`config.mk`:
```
export PLATFORM = sky130hd
export DESIGN_NAME = instr_encoder_loader_flat
export DESIGN_NICKNAME = d
export VERILOG_FILES = /design/src/rtl/rv_enc_pkg.sv /design/src/rtl/instr_encoder_loader_if.sv /design/src/rtl/rv_field_packer.sv /design/src/rtl/instr_encoder_loader.sv /design/src/flat_wrapper.sv
export SDC_FILE = /design/constraint.sdc
export NUM_CORES = 1
export LEC_CHECK = 0
export CORE_UTILIZATION = 42
export CTS_CLUSTER_DIAMETER = 100
export DETAILED_ROUTE_END_ITERATION = 8
export GPL_TIMING_DRIVEN = 0
export HOLD_SLACK_MARGIN = 0.06
export PLACE_DENSITY = 0.74
export SKIP_CTS_REPAIR_TIMING = 1
export SLEW_MARGIN = 20
export SYNTH_ARGS = -nofsm -noshare
export SYNTH_HDL_FRONTEND = slang
export SYNTH_SLANG_ARGS = --single-unit
```
`constraint.sdc`:
```
create_clock -name clk -period 3.1 [get_ports clk]
set_clock_uncertainty 0.1 [all_clocks]
set_input_delay 0.31 -clock clk [delete_from_list [all_inputs] [get_ports clk]]
set_output_delay 0.31 -clock clk [all_outputs]
set_load 0.02 [all_outputs]
```
`src/rtl/rv_enc_pkg.sv`:
```
// Shared encoding constants for the RV32I instruction encoder/loader.
//   OP_*      : 7-bit major opcodes for the supported instruction classes
//   FMT_*     : descriptor format codes carried on in_fmt (101-111 are illegal)
//   NOP_WORD  : canonical NOP (addi x0, x0, 0) written in place of illegal descriptors
//   desc_t    : one instruction field descriptor as seen by the field packer
package rv_enc_pkg;

    localparam logic [6:0] OP_R      = 7'b0110011;
    localparam logic [6:0] OP_IALU   = 7'b0010011;
    localparam logic [6:0] OP_LOAD   = 7'b0000011;
    localparam logic [6:0] OP_STORE  = 7'b0100011;
    localparam logic [6:0] OP_BRANCH = 7'b1100011;

    localparam logic [2:0] FMT_R      = 3'b000;
    localparam logic [2:0] FMT_IALU   = 3'b001;
    localparam logic [2:0] FMT_LOAD   = 3'b010;
    localparam logic [2:0] FMT_STORE  = 3'b011;
    localparam logic [2:0] FMT_BRANCH = 3'b100;

    localparam logic [31:0] NOP_WORD = 32'h0000_0013;

    typedef struct packed {
        logic [2:0]  fmt;
        logic [2:0]  funct3;
        logic        funct7b5;
        logic [4:0]  rd;
        logic [4:0]  rs1;
        logic [4:0]  rs2;
        logic [12:0] imm;
    } desc_t;

endpackage

```
`src/rtl/instr_encoder_loader_if.sv`:
```
// Descriptor stream between the boot host and the instruction encoder/loader.
//   in_valid / in_ready : valid/ready handshake, transfer when both are high
//   in_fmt, in_funct3, in_funct7b5, in_rd, in_rs1, in_rs2, in_imm : instruction fields
//   in_last             : marks the final descriptor of a load session
// Modports: master = host side (drives the descriptor), slave = loader side.
interface instr_encoder_loader_if;

    logic        in_valid;
    logic        in_ready;
    logic [2:0]  in_fmt;
    logic [2:0]  in_funct3;
    logic        in_funct7b5;
    logic [4:0]  in_rd;
    logic [4:0]  in_rs1;
    logic [4:0]  in_rs2;
    logic [12:0] in_imm;
    logic        in_last;

    modport master (
        output in_valid, in_fmt, in_funct3, in_funct7b5, in_rd, in_rs1, in_rs2, in_imm, in_last,
        input  in_ready
    );

    modport slave (
        input  in_valid, in_fmt, in_funct3, in_funct7b5, in_rd, in_rs1, in_rs2, in_imm, in_last,
        output in_ready
    );

endinterface

```
`src/rtl/rv_field_packer.sv`:
```
// Purely combinational descriptor -> RV32I word packer.
//   desc    in   descriptor fields (format, funct3, funct7b5, rd, rs1, rs2, 13-bit signed imm)
//   word    out  encoded instruction, NOP_WORD when the descriptor is illegal
//   illegal out  descriptor has an unknown format or an immediate that cannot be encoded
module rv_field_packer
    import rv_enc_pkg::*;
(
    input  desc_t       desc,
    output logic [31:0] word,
    output logic        illegal
);

    // I/S immediates are 12-bit signed: bit 12 must only be a copy of the sign bit.
    logic imm_fits12;
    assign imm_fits12 = (desc.imm[12] == desc.imm[11]);

    always_comb begin
        // NOTE: every always_comb output gets a default first, so no path can infer a latch.
        word    = NOP_WORD;
        illegal = 1'b0;
        case (desc.fmt)
            FMT_R: begin
                word = {1'b0, desc.funct7b5, 5'b00000, desc.rs2, desc.rs1,
                        desc.funct3, desc.rd, OP_R};
            end
            FMT_IALU: begin
                if (!imm_fits12) begin
                    illegal = 1'b1;
                end else if (desc.funct3 == 3'b101) begin
                    // SRLI/SRAI: upper bits carry funct7, only the 5-bit shamt comes from imm.
                    word = {1'b0, desc.funct7b5, 5'b00000, desc.imm[4:0], desc.rs1,
                            desc.funct3, desc.rd, OP_IALU};
                end else begin
                    word = {desc.imm[11:0], desc.rs1, desc.funct3, desc.rd, OP_IALU};
                end
            end
            FMT_LOAD: begin
                if (!imm_fits12) begin
                    illegal = 1'b1;
                end else begin
                    word = {desc.imm[11:0], desc.rs1, desc.funct3, desc.rd, OP_LOAD};
                end
            end
            FMT_STORE: begin
                if (!imm_fits12) begin
                    illegal = 1'b1;
                end else begin
                    word = {desc.imm[11:5], desc.rs2, desc.rs1, desc.funct3,
                            desc.imm[4:0], OP_STORE};
                end
            end
            FMT_BRANCH: begin
                // Branch offsets are in bytes but must be halfword aligned.
                if (desc.imm[0]) begin
                    illegal = 1'b1;
                end else begin
                    word = {desc.imm[12], desc.imm[10:5], desc.rs2, desc.rs1, desc.funct3,
                            desc.imm[4:1], desc.imm[11], OP_BRANCH};
                end
            end
            default: illegal = 1'b1;
        endcase
    end

endmodule

```
`src/rtl/instr_encoder_loader.sv`:
```
// Instruction encoder/loader: accepts field descriptors, packs them into RV32I words and
// writes them sequentially into instruction memory, holding the core in reset until done.
//   clk, reset   clock and synchronous active-high reset
//   start        pulse: begin (or restart) a load session at imem address 0
//   desc         descriptor stream (slave side of instr_encoder_loader_if)
//   imem_we      imem write strobe, one cycle after a descriptor is accepted
//   imem_addr    imem word address of the write
//   imem_wdata   encoded instruction (NOP for illegal descriptors)
//   core_reset   core reset, low only once the session is complete
//   done         session complete
//   err          sticky: an illegal descriptor was seen in this session
module instr_encoder_loader
    import rv_enc_pkg::*;
#(
    parameter int DEPTH  = 64,
    parameter int ADDR_W = $clog2(DEPTH)
) (
    input  logic                  clk,
    input  logic                  reset,
    input  logic                  start,
    instr_encoder_loader_if.slave desc,
    output logic                  imem_we,
    output logic [ADDR_W-1:0]     imem_addr,
    output logic [31:0]           imem_wdata,
    output logic                  core_reset,
    output logic                  done,
    output logic                  err
);

    localparam logic [1:0] S_IDLE  = 2'd0;
    localparam logic [1:0] S_LOAD  = 2'd1;
    localparam logic [1:0] S_FLUSH = 2'd2;
    localparam logic [1:0] S_DONE  = 2'd3;

    // One extra bit so the pointer can represent "memory full" (== DEPTH) without wrapping.
    localparam int                PTR_W = ADDR_W + 1;
    localparam logic [PTR_W-1:0]  FULL  = PTR_W'(DEPTH);

    logic [1:0]       state;
    logic [1:0]       state_next;
    logic [PTR_W-1:0] wr_ptr;
    logic [PTR_W-1:0] slot;
    logic             accept;
    desc_t            d;
    logic [31:0]      enc_word;
    logic             enc_illegal;

    assign d = '{fmt:      desc.in_fmt,
                 funct3:   desc.in_funct3,
                 funct7b5: desc.in_funct7b5,
                 rd:       desc.in_rd,
                 rs1:      desc.in_rs1,
                 rs2:      desc.in_rs2,
                 imm:      desc.in_imm};

    rv_field_packer u_packer (
        .desc    (d),
        .word    (enc_word),
        .illegal (enc_illegal)
    );

    // wr_ptr counts committed writes; a write still held in the output register already
    // owns slot wr_ptr, so a descriptor accepted now lands one slot further on.
    assign slot = wr_ptr + PTR_W'(imem_we);

    // start takes priority over a simultaneous descriptor, which is left unconsumed.
    assign desc.in_ready = (state == S_LOAD) && (slot != FULL) && !start;
    assign accept        = desc.in_valid && desc.in_ready;

    always_comb begin
        state_next = state;
        if (start) begin
            state_next = S_LOAD;
        end else begin
            case (state)
                S_LOAD:  if (accept && desc.in_last) state_next = S_FLUSH;
                S_FLUSH: state_next = S_DONE;
                default: state_next = state;
            endcase
        end
    end

    always_ff @(posedge clk) begin
        if (reset) begin
            // NOTE: sequential state uses non-blocking assignments so every register samples pre-edge values.
            state      <= S_IDLE;
            wr_ptr     <= '0;
            imem_we    <= 1'b0;
            imem_addr  <= '0;
            imem_wdata <= '0;
            done       <= 1'b0;
            err        <= 1'b0;
            core_reset <= 1'b1;
        end else begin
            state   <= state_next;
            imem_we <= accept;
            if (accept) begin
                imem_addr  <= slot[ADDR_W-1:0];
                imem_wdata <= enc_word;
            end

            // A write already on the bus still completes; start only rewinds the pointer.
            if (start) begin
                wr_ptr <= '0;
            end else if (imem_we) begin
                wr_ptr <= wr_ptr + PTR_W'(1);
            end

            if (start) begin
                err <= 1'b0;
            end else if (accept && enc_illegal) begin
                err <= 1'b1;
            end

            // Registered from the next state so both flags move on the same edge as state.
            done       <= (state_next == S_DONE);
            core_reset <= (state_next != S_DONE);
        end
    end

endmodule

```
`src/flat_wrapper.sv`:
```
// flat-port wrapper written by rule: the top's interface ports become plain ports
module instr_encoder_loader_flat import rv_enc_pkg::*;
#(
    parameter int DEPTH  = 64,
    parameter int ADDR_W = $clog2(DEPTH)
)
  (clk, reset, start, imem_we, imem_addr, imem_wdata, core_reset, done, err, desc_in_valid, desc_in_fmt, desc_in_funct3, desc_in_funct7b5, desc_in_rd, desc_in_rs1, desc_in_rs2, desc_in_imm, desc_in_last, desc_in_ready);
  instr_encoder_loader_if desc_i ();
  input  logic clk;
  input  logic reset;
  input  logic start;
  output logic imem_we;
  output logic [ADDR_W-1:0] imem_addr;
  output logic [31:0] imem_wdata;
  output logic core_reset;
  output logic done;
  output logic err;
  input wire logic [$bits(desc_i.in_valid)-1:0] desc_in_valid;
  input wire logic [$bits(desc_i.in_fmt)-1:0] desc_in_fmt;
  input wire logic [$bits(desc_i.in_funct3)-1:0] desc_in_funct3;
  input wire logic [$bits(desc_i.in_funct7b5)-1:0] desc_in_funct7b5;
  input wire logic [$bits(desc_i.in_rd)-1:0] desc_in_rd;
  input wire logic [$bits(desc_i.in_rs1)-1:0] desc_in_rs1;
  input wire logic [$bits(desc_i.in_rs2)-1:0] desc_in_rs2;
  input wire logic [$bits(desc_i.in_imm)-1:0] desc_in_imm;
  input wire logic [$bits(desc_i.in_last)-1:0] desc_in_last;
  output wire logic [$bits(desc_i.in_ready)-1:0] desc_in_ready;
  assign desc_i.in_valid = desc_in_valid;
  assign desc_i.in_fmt = desc_in_fmt;
  assign desc_i.in_funct3 = desc_in_funct3;
  assign desc_i.in_funct7b5 = desc_in_funct7b5;
  assign desc_i.in_rd = desc_in_rd;
  assign desc_i.in_rs1 = desc_in_rs1;
  assign desc_i.in_rs2 = desc_in_rs2;
  assign desc_i.in_imm = desc_in_imm;
  assign desc_i.in_last = desc_in_last;
  assign desc_in_ready = desc_i.in_ready;
  instr_encoder_loader #(.DEPTH(DEPTH), .ADDR_W(ADDR_W)) u_core (.clk(clk), .reset(reset), .start(start), .desc(desc_i), .imem_we(imem_we), .imem_addr(imem_addr), .imem_wdata(imem_wdata), .core_reset(core_reset), .done(done), .err(err));
endmodule
```
==> run_results.csv <==
group,metric,value,unit
status,outcome,"complete, no violations",
timing,fmax,0.337,GHz
timing,grt_setup_unrepaired,"false",
clock_network,clk_pin_slew_worst_paths,90,ps
synth,yosys.area.top_type,"dfxtp_1",
drt,drtIter0Drc,70,
timing,fin_crit_sh,95.6,%
synth,ys_types,52,
clock_network,insertion_delay,300,ps
timing,slew_headroom,45.0,%
floorplan,core_area,5680,sq um
setup_path,critPathCaptureType,"output pin",
synth,syn_avg_cell_area,9.37,sq um
global_routing,grt_max_degree,15,
timing,worstMarginPinSlew,813,ps
finish,diodes,0,
min_path,hold_class,"flop to flop",
finish,area_growth,39.6,%
power,power.density,349,nW/um^2
clock_network,cts_tree,"built",
clock_network,cts_buffers,5,
synth,synthFlopType,"dfxtp_1",
global_routing,grt_usage,19.9,%
floorplan,dieArea,6360,sq um
floorplan,ios,83,
power,power_leakage,1.37,nW
timing,hold_viol_final,0,
timing,finalCriticalPeriod,2960,ps
setup_path,cp.arrival,2550,ps
synth,ys_warn_count,0,
setup_path,critical_path_class,"flop to output pin",
global_routing,antenna_found_initial,0,
drt,vias,2232,
synth,synthesis.area,2540,sq um
setup_path,start_kind,"flop",
setup_path,critPathMaxStageDelay,460,ps
synth,synthTopCellsByArea,"dfxtp_1 38%, mux2i_1 7.9%, a221oi_1 5.9%",
finish,utilization,62.5,%
floorplan,start_util,44.8,%
synth,syn_inst,271,
placement,hpwl,4.46,mm
setup_path,cp_cell_sequence,"ha_1 > ha_1 > xnor2_1 > o211ai_1 > nor4_4 > nand2_4 > and3b_2 > dlymetal6s2s_1",
clock_network,clockBufferDepth,2,
synth,synth_seq_cells,48,
drt,ant_nets,0,
synth,synth_edf_count,0,
synth,synth_top_area_share,37.8,%
timing,setup_violations,0,
synth,yosysMostFrequentCell,"dfxtp_1",
setup_path,cp_common_cell,"ha_1",
synth,async_flop_share,0,%
drt,drc_errors,0,
floorplan,die_w,79.8,um
drt,detail_route.wl_per_cell,14.1,um
clock_network,cts-root-buf,"clkbuf_8",
drt,drt-total-wl,6.11,mm
finish,final_nets,406,
power,peakVddDrop,0.248,mV
floorplan,rows,27,
setup_path,cp_max_fo,7,
synth,synth_sequential_area_ratio,37.8,%
setup_path,slowest_stage,"nor4_4",
global_routing,grt_overflow,0,
synth,netlist_top_cells_count,"48 x dfxtp_1, 23 x nand2b_1, 21 x nand2_1",
clock_network,htree_levels,2,
global_routing,grt_pass1_vias,2045,
placement,gp_congestion,0.804,
drt,viasPerCell,5.15,
clock_network,cts_sinks,48,
floorplan,die_y,79.8,um
drt,dr.pass1.iters,4,
global_routing,grt_pass1_wl,9.83,mm
setup_path,worst_ep_required_time,2690,ps
timing,slew_viol_final,0,
job,maxCapViolations,0,
finish,layout-drive-gt1-share,11.4,%
placement,portBuffers,78,
power,totalPowerFinal,0.00124,W
[per-stage QoR]
stage / cell area [sq um] / TNS (ps) / instances / worst slack [ps] / hold WS (ps)
3_5_place_dp: 3410 / -397 / 422 / -397 / 353
3_3_place_gp: 3410 / -340 / 422 / -340 / 349
5_1_grt: 3550 / 0 / 433 / 52.3 / 385
2_1_floorplan: 2540 / 0 / 272 / 345 / 349
4_1_cts: 3510 / -749 / 430 / -749 / 365
6_report: 3550 / 0 / 433 / 136 / 366
[critical path: cells and delay by family (launching register included)]
family	cells	cell delay (ps)
and+or+nand+nor	3	790
adders and majority gates	2	480
DFF	1	380
AOI/OAI and AO/OA	1	210
xor gates and xnor gates	1	200
buffers and inverters	1	200
[cells by family after synthesis]
kind of cell             count (synthesis)  share of synthesized area, %
other                                    1                         0.148
AO/OA/AOI/OAI                           54                          16.5
flip-flops                              48                          37.8
buffers and inverters                   35                          8.87
adder cells (fa/ha/maj)                  7                          3.35
AND/OR/NAND/NOR                         93                          20.3
XOR/XNOR                                 9                          3.10
multiplexers                            24                          9.95
[final cells by class]
type	instances	area, sq um
plain buffers	18	161
clock buffers	7	86.3
flip-flops and latches	48	963
fillers	521	2130
well taps	72	90.1
multi-input cells	189	1370
repair buffers	81	806
clock inverters	1	7.51
inverters	17	63.8
[placed cells by master, fill, tap and decap left out, types with 2 or more instances in the layout]
master,count
a211o_1,2
a211oi_1,7
a21oi_1,8
a221oi_1,17
and3_1,3
buf_4,6
buf_6,3
clkbuf_1,6
clkbuf_8,12
clkdlybuf4s50_1,77
conb_1,2
dfxtp_1,46
dfxtp_2,2
ha_1,6
inv_1,17
mux2_2,2
mux2_4,2
mux2i_1,20
nand2_1,21
nand2b_1,23
nand3_1,4
nand3b_1,2
nand4_1,2
nor2_1,15
nor2b_1,5
nor3_1,4
o21ai_0,6
o21bai_1,2
or2_2,4
xnor2_1,5
xor2_1,4
[registers in the layout, indices dropped and copies added (netlist names)]
signal,flops
u_core.imem_wdata,29
u_core.state,2
u_core.err,1
u_core.done,1
u_core.imem_we,1
u_core.wr_ptr,7
u_core.core_reset,1
u_core.imem_addr,6
[routing by layer]
metal	share of wire (%)	track usage, %
met5	0	0
met4	2.0	8.57
met3	6.6	4.80
met2	45	31.3
met1	46	25.9
[final timing paths]
kind	end	cells past startpoint	slack, ps	startpoint
hold reg to reg	u_core.imem_wdata[10]$_SDFFE_PP0P_	2	370	u_core.imem_wdata[10]$_SDFFE_PP0P_
setup / recovery	desc_in_ready	8	140	u_core.imem_we$_SDFF_PP0_
hold / removal	u_core.imem_wdata[10]$_SDFFE_PP0P_	2	370	u_core.imem_wdata[10]$_SDFFE_PP0P_
setup reg to reg	u_core.imem_wdata[7]$_SDFFE_PP0P_	8	480	u_core.imem_we$_SDFF_PP0_
[where the power goes]
group | switching (W) | leakage (nW) | internal, W
Sequential | 0.00000799 | 0.389 | 0.000629
Clock | 0.000210 | 0.0445 | 0.000182
Combinational | 0.0000961 | 0.939 | 0.000114
Power figures use the tool's default switching activity.
